**src/rtl/locked_counter_pkg.sv**
```systemverilog
// Shared defaults and the key-mismatch to output-mask expansion for locked_counter_v2.
package locked_counter_pkg;

  localparam int          LC_WIDTH    = 8;
  localparam int          LC_KEY_SIZE = 16;
  localparam int          LC_CHUNK    = 4;
  localparam logic [15:0] LC_KEY_GOLD = 16'hA5C3;

  // Upper bounds for the fixed-width mask helper; callers slice the low WIDTH bits.
  localparam int LC_MAX_WIDTH = 32;
  localparam int LC_MAX_KEY   = 256;
  localparam int LC_KEY_IDX_W = $clog2(LC_MAX_KEY);

  // mask[i] = mismatch[i % key_size]; a short key repeats across a wide counter.
  function automatic logic [LC_MAX_WIDTH-1:0] lc_expand_mask(
    input logic [LC_MAX_KEY-1:0] mismatch,
    input int unsigned           key_size
  );
    logic [LC_MAX_WIDTH-1:0] mask;
    logic [LC_KEY_IDX_W-1:0] idx;
    mask = '0;
    for (int i = LC_MAX_WIDTH - 1; i >= 0; i--) begin
      idx  = LC_KEY_IDX_W'(32'(i) % key_size);
      mask = {mask[LC_MAX_WIDTH-2:0], mismatch[idx]};
    end
    return mask;
  endfunction

endpackage

```
**src/rtl/lc_key_loader.sv**
```systemverilog
// Chunked serial shadow key with guarded commit into the active key.
// A commit is accepted only once a full key's worth of beats has arrived since the last commit/reset.
module lc_key_loader
  import locked_counter_pkg::*;
#(
  parameter int KEY_SIZE = LC_KEY_SIZE,
  parameter int CHUNK    = LC_CHUNK
) (
  input  logic                clk,
  input  logic                rst_n,
  input  logic                key_chunk_valid,
  input  logic [CHUNK-1:0]    key_chunk,
  input  logic                key_commit,
  output logic                commit_ack,
  output logic [KEY_SIZE-1:0] active_key
);

  localparam int NCH   = KEY_SIZE / CHUNK;
  localparam int CNT_W = $clog2(NCH + 1);
  localparam logic [CNT_W-1:0] NCH_C = CNT_W'(NCH);
  localparam logic [CNT_W-1:0] ONE_C = CNT_W'(1);

  logic [KEY_SIZE-1:0] shadow;
  logic [KEY_SIZE-1:0] shadow_shift;
  logic [KEY_SIZE-1:0] shadow_next;
  logic [CNT_W-1:0]    chunk_cnt;
  logic [CNT_W-1:0]    chunk_cnt_next;
  logic                accept;

  generate
    if (KEY_SIZE == CHUNK) begin : g_single_beat
      assign shadow_shift = key_chunk;
    end else begin : g_multi_beat
      assign shadow_shift = {shadow[KEY_SIZE-CHUNK-1:0], key_chunk};
    end
  endgenerate

  // The commit qualifier looks at the post-shift state so a beat and a commit may share a cycle.
  always_comb begin
    shadow_next    = shadow;
    chunk_cnt_next = chunk_cnt;
    if (key_chunk_valid) begin
      shadow_next = shadow_shift;
      if (chunk_cnt != NCH_C) begin
        chunk_cnt_next = chunk_cnt + ONE_C;
      end
    end
    accept = key_commit && (chunk_cnt_next == NCH_C);
  end

  always_ff @(posedge clk or negedge rst_n) begin
    if (!rst_n) begin
      shadow     <= '0;
      chunk_cnt  <= '0;
      active_key <= '0;
      commit_ack <= 1'b0;
    end else begin
      shadow     <= shadow_next;
      commit_ack <= accept;
      if (accept) begin
        active_key <= shadow_next;
        chunk_cnt  <= '0;
      end else begin
        chunk_cnt  <= chunk_cnt_next;
      end
    end
  end

endmodule

```
**src/rtl/locked_counter_v2.sv**
```systemverilog
// Logic-locked up/down counter: output is the count XORed with a mask derived from the active key.
// Define LOCKED_COUNTER_SAT_EN to make counting saturate instead of wrapping.
module locked_counter_v2
  import locked_counter_pkg::*;
#(
  parameter int                  WIDTH    = LC_WIDTH,
  parameter int                  KEY_SIZE = LC_KEY_SIZE,
  parameter int                  CHUNK    = LC_CHUNK,
  parameter logic [KEY_SIZE-1:0] KEY_GOLD = KEY_SIZE'(LC_KEY_GOLD)
) (
  input  logic             clk,
  input  logic             rst_n,
  input  logic             do_incr,
  input  logic             dir,
  input  logic             clear,
  input  logic             key_chunk_valid,
  input  logic [CHUNK-1:0] key_chunk,
  input  logic             key_commit,
  output logic             commit_ack,
  output logic [WIDTH-1:0] data_out
);

  generate
    if (WIDTH < 1 || WIDTH > LC_MAX_WIDTH) begin : g_bad_width
      $error("locked_counter_v2: WIDTH must be 1..32");
    end
    if (CHUNK < 1 || KEY_SIZE < CHUNK || KEY_SIZE > LC_MAX_KEY) begin : g_bad_key_size
      $error("locked_counter_v2: need 1 <= CHUNK <= KEY_SIZE <= 256");
    end
    if (KEY_SIZE % CHUNK != 0) begin : g_bad_chunk
      $error("locked_counter_v2: KEY_SIZE must be a multiple of CHUNK");
    end
  endgenerate

  localparam logic [WIDTH-1:0] ONE_C  = WIDTH'(1);
  localparam logic [WIDTH-1:0] ZERO_C = '0;

  logic [KEY_SIZE-1:0]     active_key;
  logic [KEY_SIZE-1:0]     mismatch;
  logic [LC_MAX_WIDTH-1:0] mask_full;
  logic [WIDTH-1:0]        mask;
  logic                    mask_unused;
  logic [WIDTH-1:0]        count;
  logic [WIDTH-1:0]        count_next;

  lc_key_loader #(
    .KEY_SIZE (KEY_SIZE),
    .CHUNK    (CHUNK)
  ) u_key_loader (
    .clk             (clk),
    .rst_n           (rst_n),
    .key_chunk_valid (key_chunk_valid),
    .key_chunk       (key_chunk),
    .key_commit      (key_commit),
    .commit_ack      (commit_ack),
    .active_key      (active_key)
  );

  always_comb begin
    count_next = count;
    if (clear) begin
      count_next = ZERO_C;
    end else if (do_incr) begin
      if (dir) begin
`ifdef LOCKED_COUNTER_SAT_EN
        if (count != ZERO_C) begin
          count_next = count - ONE_C;
        end
`else
        count_next = count - ONE_C;
`endif
      end else begin
`ifdef LOCKED_COUNTER_SAT_EN
        if (count != ~ZERO_C) begin
          count_next = count + ONE_C;
        end
`else
        count_next = count + ONE_C;
`endif
      end
    end
  end

  always_ff @(posedge clk or negedge rst_n) begin
    if (!rst_n) begin
      count <= '0;
    end else begin
      count <= count_next;
    end
  end

  // Mask depends only on the registered active key, so data_out has no input-to-output path.
  assign mismatch    = active_key ^ KEY_GOLD;
  assign mask_full   = lc_expand_mask(LC_MAX_KEY'(mismatch), KEY_SIZE);
  assign mask        = mask_full[WIDTH-1:0];
  assign mask_unused = ^mask_full;
  assign data_out    = count ^ mask;

endmodule

```
**config.mk**
```make
export PLATFORM = sky130hd
export DESIGN_NAME = locked_counter_v2
export DESIGN_NICKNAME = d
export VERILOG_FILES = /design/src/rtl/locked_counter_pkg.sv /design/src/rtl/lc_key_loader.sv /design/src/rtl/locked_counter_v2.sv
export SDC_FILE = /design/constraint.sdc
export NUM_CORES = 1
export LEC_CHECK = 0
export ABC_AREA = 1
export CAP_MARGIN = 20
export CORE_MARGIN = 1.5
export CORE_UTILIZATION = 40
export DETAILED_ROUTE_END_ITERATION = 10
export DONT_BUFFER_PORTS = 1
export GPL_TIMING_DRIVEN = 0
export HOLD_SLACK_MARGIN = 0.15
export SYNTH_ARGS = -nofsm -noshare
export SYNTH_HDL_FRONTEND = slang
export SYNTH_SLANG_ARGS = --single-unit
```
**constraint.sdc**
```tcl
create_clock -name clk -period 2.1 [get_ports clk]
set_input_delay 0.105 -clock clk [delete_from_list [all_inputs] [get_ports clk]]
set_output_delay 0.105 -clock clk [all_outputs]
set_load 0.005 [all_outputs]
```
# Yosys cells after proc, flatten, opt, wreduce, memory -nomap -nowiden
# Cells that the tools add are included.
word_totals:
  output_inout_bits: 9
  in_bits: 11
  register_bits: 36
  word_cells: 21
op_classes:
  add_sub_neg: 3
  mux: 7
  bitwise: 2
  reduce_logical: 2
  eq_ne: 2
ops:
  columns: ["operator", "n"]
  rows:
  - ["$mux 8", 3]
  - ["$mux 16", 1]
  - ["$mux 3", 3]
  - ["$add 8x1->8 const B", 1]
  - ["$sub 8x1->8 const B", 1]
  - ["$xor 8x8->8", 1]
  - ["$not 4->4", 1]
  - ["$add 3x1->3 const B", 1]
  - ["$eq 3x3->1 const B", 1]
  - ["$ne 3x3->1 const B", 1]
  - ["$reduce_bool 2->1", 1]
  - ["$logic_and 1x1->1", 1]

# Logic depth before layout (Yosys ltp)
depth:
  word_depth: 6
  mapped_depth: 10

# Modules after synthesis
# From an unflattened synthesis, not the netlist that was laid out.
hier_totals:
  cells_unflattened: 268
  area_unflattened_um2: 2393.5
by_module_without_submodules:
  columns: ["module", "cells_each", "area_per_inst_um2", "instances", "seq_area_each_um2"]
  rows:
  - ["lc_key_loader", 178, 1685.4, 1, 900.9]
  - ["locked_counter_v2", 90, 708.2, 1, 200.2]

# Least setup slack after synthesis
# OpenSTA, ideal clock, no wires.
synth_path:
  path_type: "register to register"
  start: "register count[0]"
  end: "register count[2]"
  required_time_ps: 1978
  arrival_ps: 1311
  synth_period_minus_slack_ps: 1432
  setup_slack_ps: 668
  path_stages_with_launch: 4
  cell_sequence: "dfrtp_1 fa_1 or2_2 a32o_1"
synth_between:
  elab_chain_len: 4
synth_rtl:
  columns: ["element", "line", "text"]
  rows:
  - ["start: declaration", "locked_counter_v2.sv:43", "logic [WIDTH-1:0] count;"]
  - ["start signal: assignment", "locked_counter_v2.sv:88", "count <= count_next;"]
  - ["$add 8x1->8 / $sub 8x1->8 (equally long branches)", "locked_counter_v2.sv:78, locked_counter_v2.sv:70", null]
  - ["$mux 8 (*)", "locked_counter_v2.sv:64", "if (dir) begin"]
  - ["$mux 8 (*)", "locked_counter_v2.sv:63", "end else if (do_incr) begin"]
  - ["$mux 8 (*)", "locked_counter_v2.sv:61", "if (clear) begin"]
# Every way passes the cells marked *; elsewhere a longest branch is shown, timed or not. The select of a mux whose other input is x is not followed.
# A chain may end at the register's enable or synchronous reset.

# Worst setup path after layout
layout_path:
  start: "register count[5]"
  end: "register count[7]"
# The elaborated chain is that of the path after synthesis.

==> flow_metrics.py <==
metrics = {
    "finish": {
        "fin_nets": 219,
        "n_fill_cell": 367,
        "area_delta_synth_final_pct": 18.1,
        "final_common_cell": "nand2_1",
        "diodes": 0,
        "drive_above_1_share_pct": 7.58,
        "final_cell_mix": "nand2_1 (80), dfrtp_1 (28), inv_1 (14), dlygate4sd3_1 (12)",
    },
    "sta": {
        "hold_viol": 0,
        "min_period_over_period_pct": 92.8,
        "fin_ws_ns": 0.151,
        "clock-skew-final_ns": 0.00164,
        "finalSetupViolations": 0,
        "setup_tns_ns": 0,
        "tightest_slew_ns": 0.501,
        "final.min_clock_period_ns": 1.95,
        "worst_hold_slack_ns": 0.156,
        "maxSlewViolCount": 0,
        "slew_headroom_pct": 66.5,
        "fmax_ghz": 0.513,
        "rsz0062_at_grt": "no",
    },
    "critical_path": {
        "r2r_setup_slack_ns": 0.15,
        "critPathMaxStageDelay_ns": 0.55,
        "crit_arrival_ns": 2.12,
        "reg2regPathDepth": 8,
        "worstReg2RegEnd": "count[7]$_DFFE_PN0P_",
        "cp_cell_sequence": "ha_1 > nand2_1 > inv_1 > a21oi_1 > nand3_1 > nand3_1 > dlygate4sd3_1 > nand2_1",
        "cp-end-kind": "flop",
        "cp-startpoint": "count[5]$_DFFE_PN0P_",
        "cp_slowest_cell": "dlygate4sd3_1",
        "crit_fanout": 5,
        "rr_startpoint": "count[5]$_DFFE_PN0P_",
        "critical_path_class": "flop to flop",
        "cp-start-kind": "flop",
        "crit_required_ns": 2.27,
    },
    "pwr": {
        "power_density_mw_per_mm2": 984,
        "ir_drop_v": 0.000558,
        "p_leak_nw": 0.939,
    },
    "clocking": {
        "cts_buffers": 3,
        "cts-root-buf": "clkbuf_8",
        "tritoncts": "built",
        "postCtsSetupBuffers": 0,
        "htree_levels": 1,
        "clockBufferDepth": 2,
        "clk_pin_slew_ns": 0.09,
        "clkLatencyLatePin_ns": 0.27,
        "cts.sinks": 28,
    },
    "floorplanning": {
        "rows": 22,
        "die_y_um": 64.2,
        "ioPinCount": 20,
        "die_w_um": 64.2,
        "core_mm2": 0.00363,
        "dieArea_mm2": 0.00412,
        "initial_core_util_pct": 41.2,
    },
    "place": {
        "io_buffers": 0,
        "globalplace.congestion": 0.852,
        "dp_hpwl_um": 2120,
        "place_ws_ns": 0.531,
    },
    "synth": {
        "synth_edf_count": 0,
        "syn_nets": 201,
        "synthCells": 181,
        "synth_largest_area_cell": "dfrtp_1",
        "ys_seq_area_share_pct": 46.8,
        "yosys_warnings": 0,
        "synth_top_cells_by_area": "dfrtp_1 (47%), nand2_1 (20%), ha_1 (6.7%), inv_1 (3.5%), xor2_1 (2.9%)",
        "ys.flop_type": "dfrtp_1",
        "yosysUniqueCellTypes": 24,
        "synth_top_area_share_pct": 46.8,
        "synthArstFlopShare_pct": 100,
        "avgSynthCellArea_um2": 8.27,
        "ys_seq_elements": 28,
        "syn_area_mm2": 0.00150,
    },
    "min_path": {
        "hp-class": "primary input to flop",
        "hold_depth": 4,
        "hp-start": "do_incr",
        "hold_path_end": "count[4]$_DFFE_PN0P_",
    },
    "run": {
        "cap_violations": 0,
    },
    "drt": {
        "vias": 1189,
        "drtPass1Iterations": 4,
        "viasPerCell": 4.83,
        "drtAntennaViolNets": 0,
        "wire_per_inst_um": 11.4,
        "drt_iter0_drc": 47,
        "drcViolationCount": 0,
        "routed_wl_um": 2800,
    },
    "global_routing": {
        "overflow": 0,
        "grt_max_degree": 29,
        "first_global_vias": 1123,
        "grtUsageTotal_pct": 14.9,
        "grt_pass1_wl_um": 4930,
        "antenna_found_initial": 0,
    },
    "run_status": {
        "status": "finished, final reports clean",
    },
}
-- synth_stat cells (2+ instances only) --
| cell | n |
|---|---|
| a21oi_1 | 5 |
| o21ai_0 | 4 |
| nand2_1 | 80 |
| inv_1 | 14 |
| nand3b_1 | 2 |
| xor2_1 | 5 |
| dfrtp_1 | 28 |
| nand2_2 | 3 |
| ha_1 | 8 |
| nand3_1 | 8 |
| nor2_1 | 6 |
| nand3_2 | 3 |
| xnor2_1 | 4 |
-- worst max-delay path by stage --
stage,slack (ns),end
2_1_floorplan,0.67,count[2]$_DFFE_PN0P_
3_3_place_gp,0.60,u_key_loader.active_key[3]$_DFFE_PN0P_
3_5_place_dp,0.53,u_key_loader.active_key[0]$_DFFE_PN0P_
4_1_cts,0.14,count[7]$_DFFE_PN0P_
5_1_grt,0.01,count[7]$_DFFE_PN0P_
6_report,0.15,count[7]$_DFFE_PN0P_
-- repair_timing --
| item | CTS | global route |
|---|---|---|
| hold buffers | 13 | 0 |
| hold endpoints to repair | 53 | 0 |
| resized for setup | 0 | 0 |
-- routing by layer --
metal / up-vias / GRT usage, % / wire length (µm)
met1: 559 / 21.3 / 1370
met3: 2 / 4.75 / 122
li1: 610 / - / -
met4: 0 / 0.798 / 8
met5: - / 0 / 0
met2: 18 / 23.2 / 1300
-- metrics by stage --
step / total power, W / utilization, % / instance area (µm²) / std cells
2_1_floorplan: 0.00119 / - / 1500 / 181
3_3_place_gp: 0.00128 / 42.9 / 1560 / 229
3_5_place_dp: 0.00130 / 42.9 / 1560 / 229
4_1_cts: 0.00176 / 48.7 / 1770 / 246
5_1_grt: 0.00188 / 48.7 / 1770 / 246
6_report: 0.00174 / 48.7 / 1770 / 246
-- state kept, by name, indices dropped and copies added, names as in the netlist --
signal / count
u_key_loader.chunk_cnt: 3
u_key_loader.active_key: 8
u_key_loader.shadow: 8
count: 8
u_key_loader.commit_ack: 1
-- worst max-delay path, delay by kind of cell (launching register included) --
kind,cells,cell delay [ns]
buf+inv,2,0.59
flops,1,0.42
fa+ha+maj,1,0.35
simple gates,4,0.33
compound gates,1,0.17
-- logic make-up after synthesis --
kind of cell	share of synthesized area, %
buf+inv	4.26
compound gates	5.18
fa+ha+maj	8.02
simple gates	30.5
xor+xnor	5.26
flops	46.8
-- power breakdown --
group	leakage (nW)	switching, W	internal [W]
Combinational	0.545	0.000331	0.000227
Sequential	0.358	0.0000973	0.000668
Clock	0.0357	0.000162	0.000255
Total	0.939	0.000591	0.00115
-- layout make-up --
class / instances / area, µm² / share of cell area, %
sequential: 28 / 701 / 39.6
buffer: 1 / 7.51 / 0.424
inverter: 15 / 56.3 / 3.18
tap: 48 / 60.1 / 3.39
clock inverter: 1 / 30.0 / 1.70
timing repair buffer: 13 / 140 / 7.92
multi-input combinational: 137 / 733 / 41.4
clock buffer: 3 / 41.3 / 2.33
Note: power is estimated with default switching activity, not from simulation.
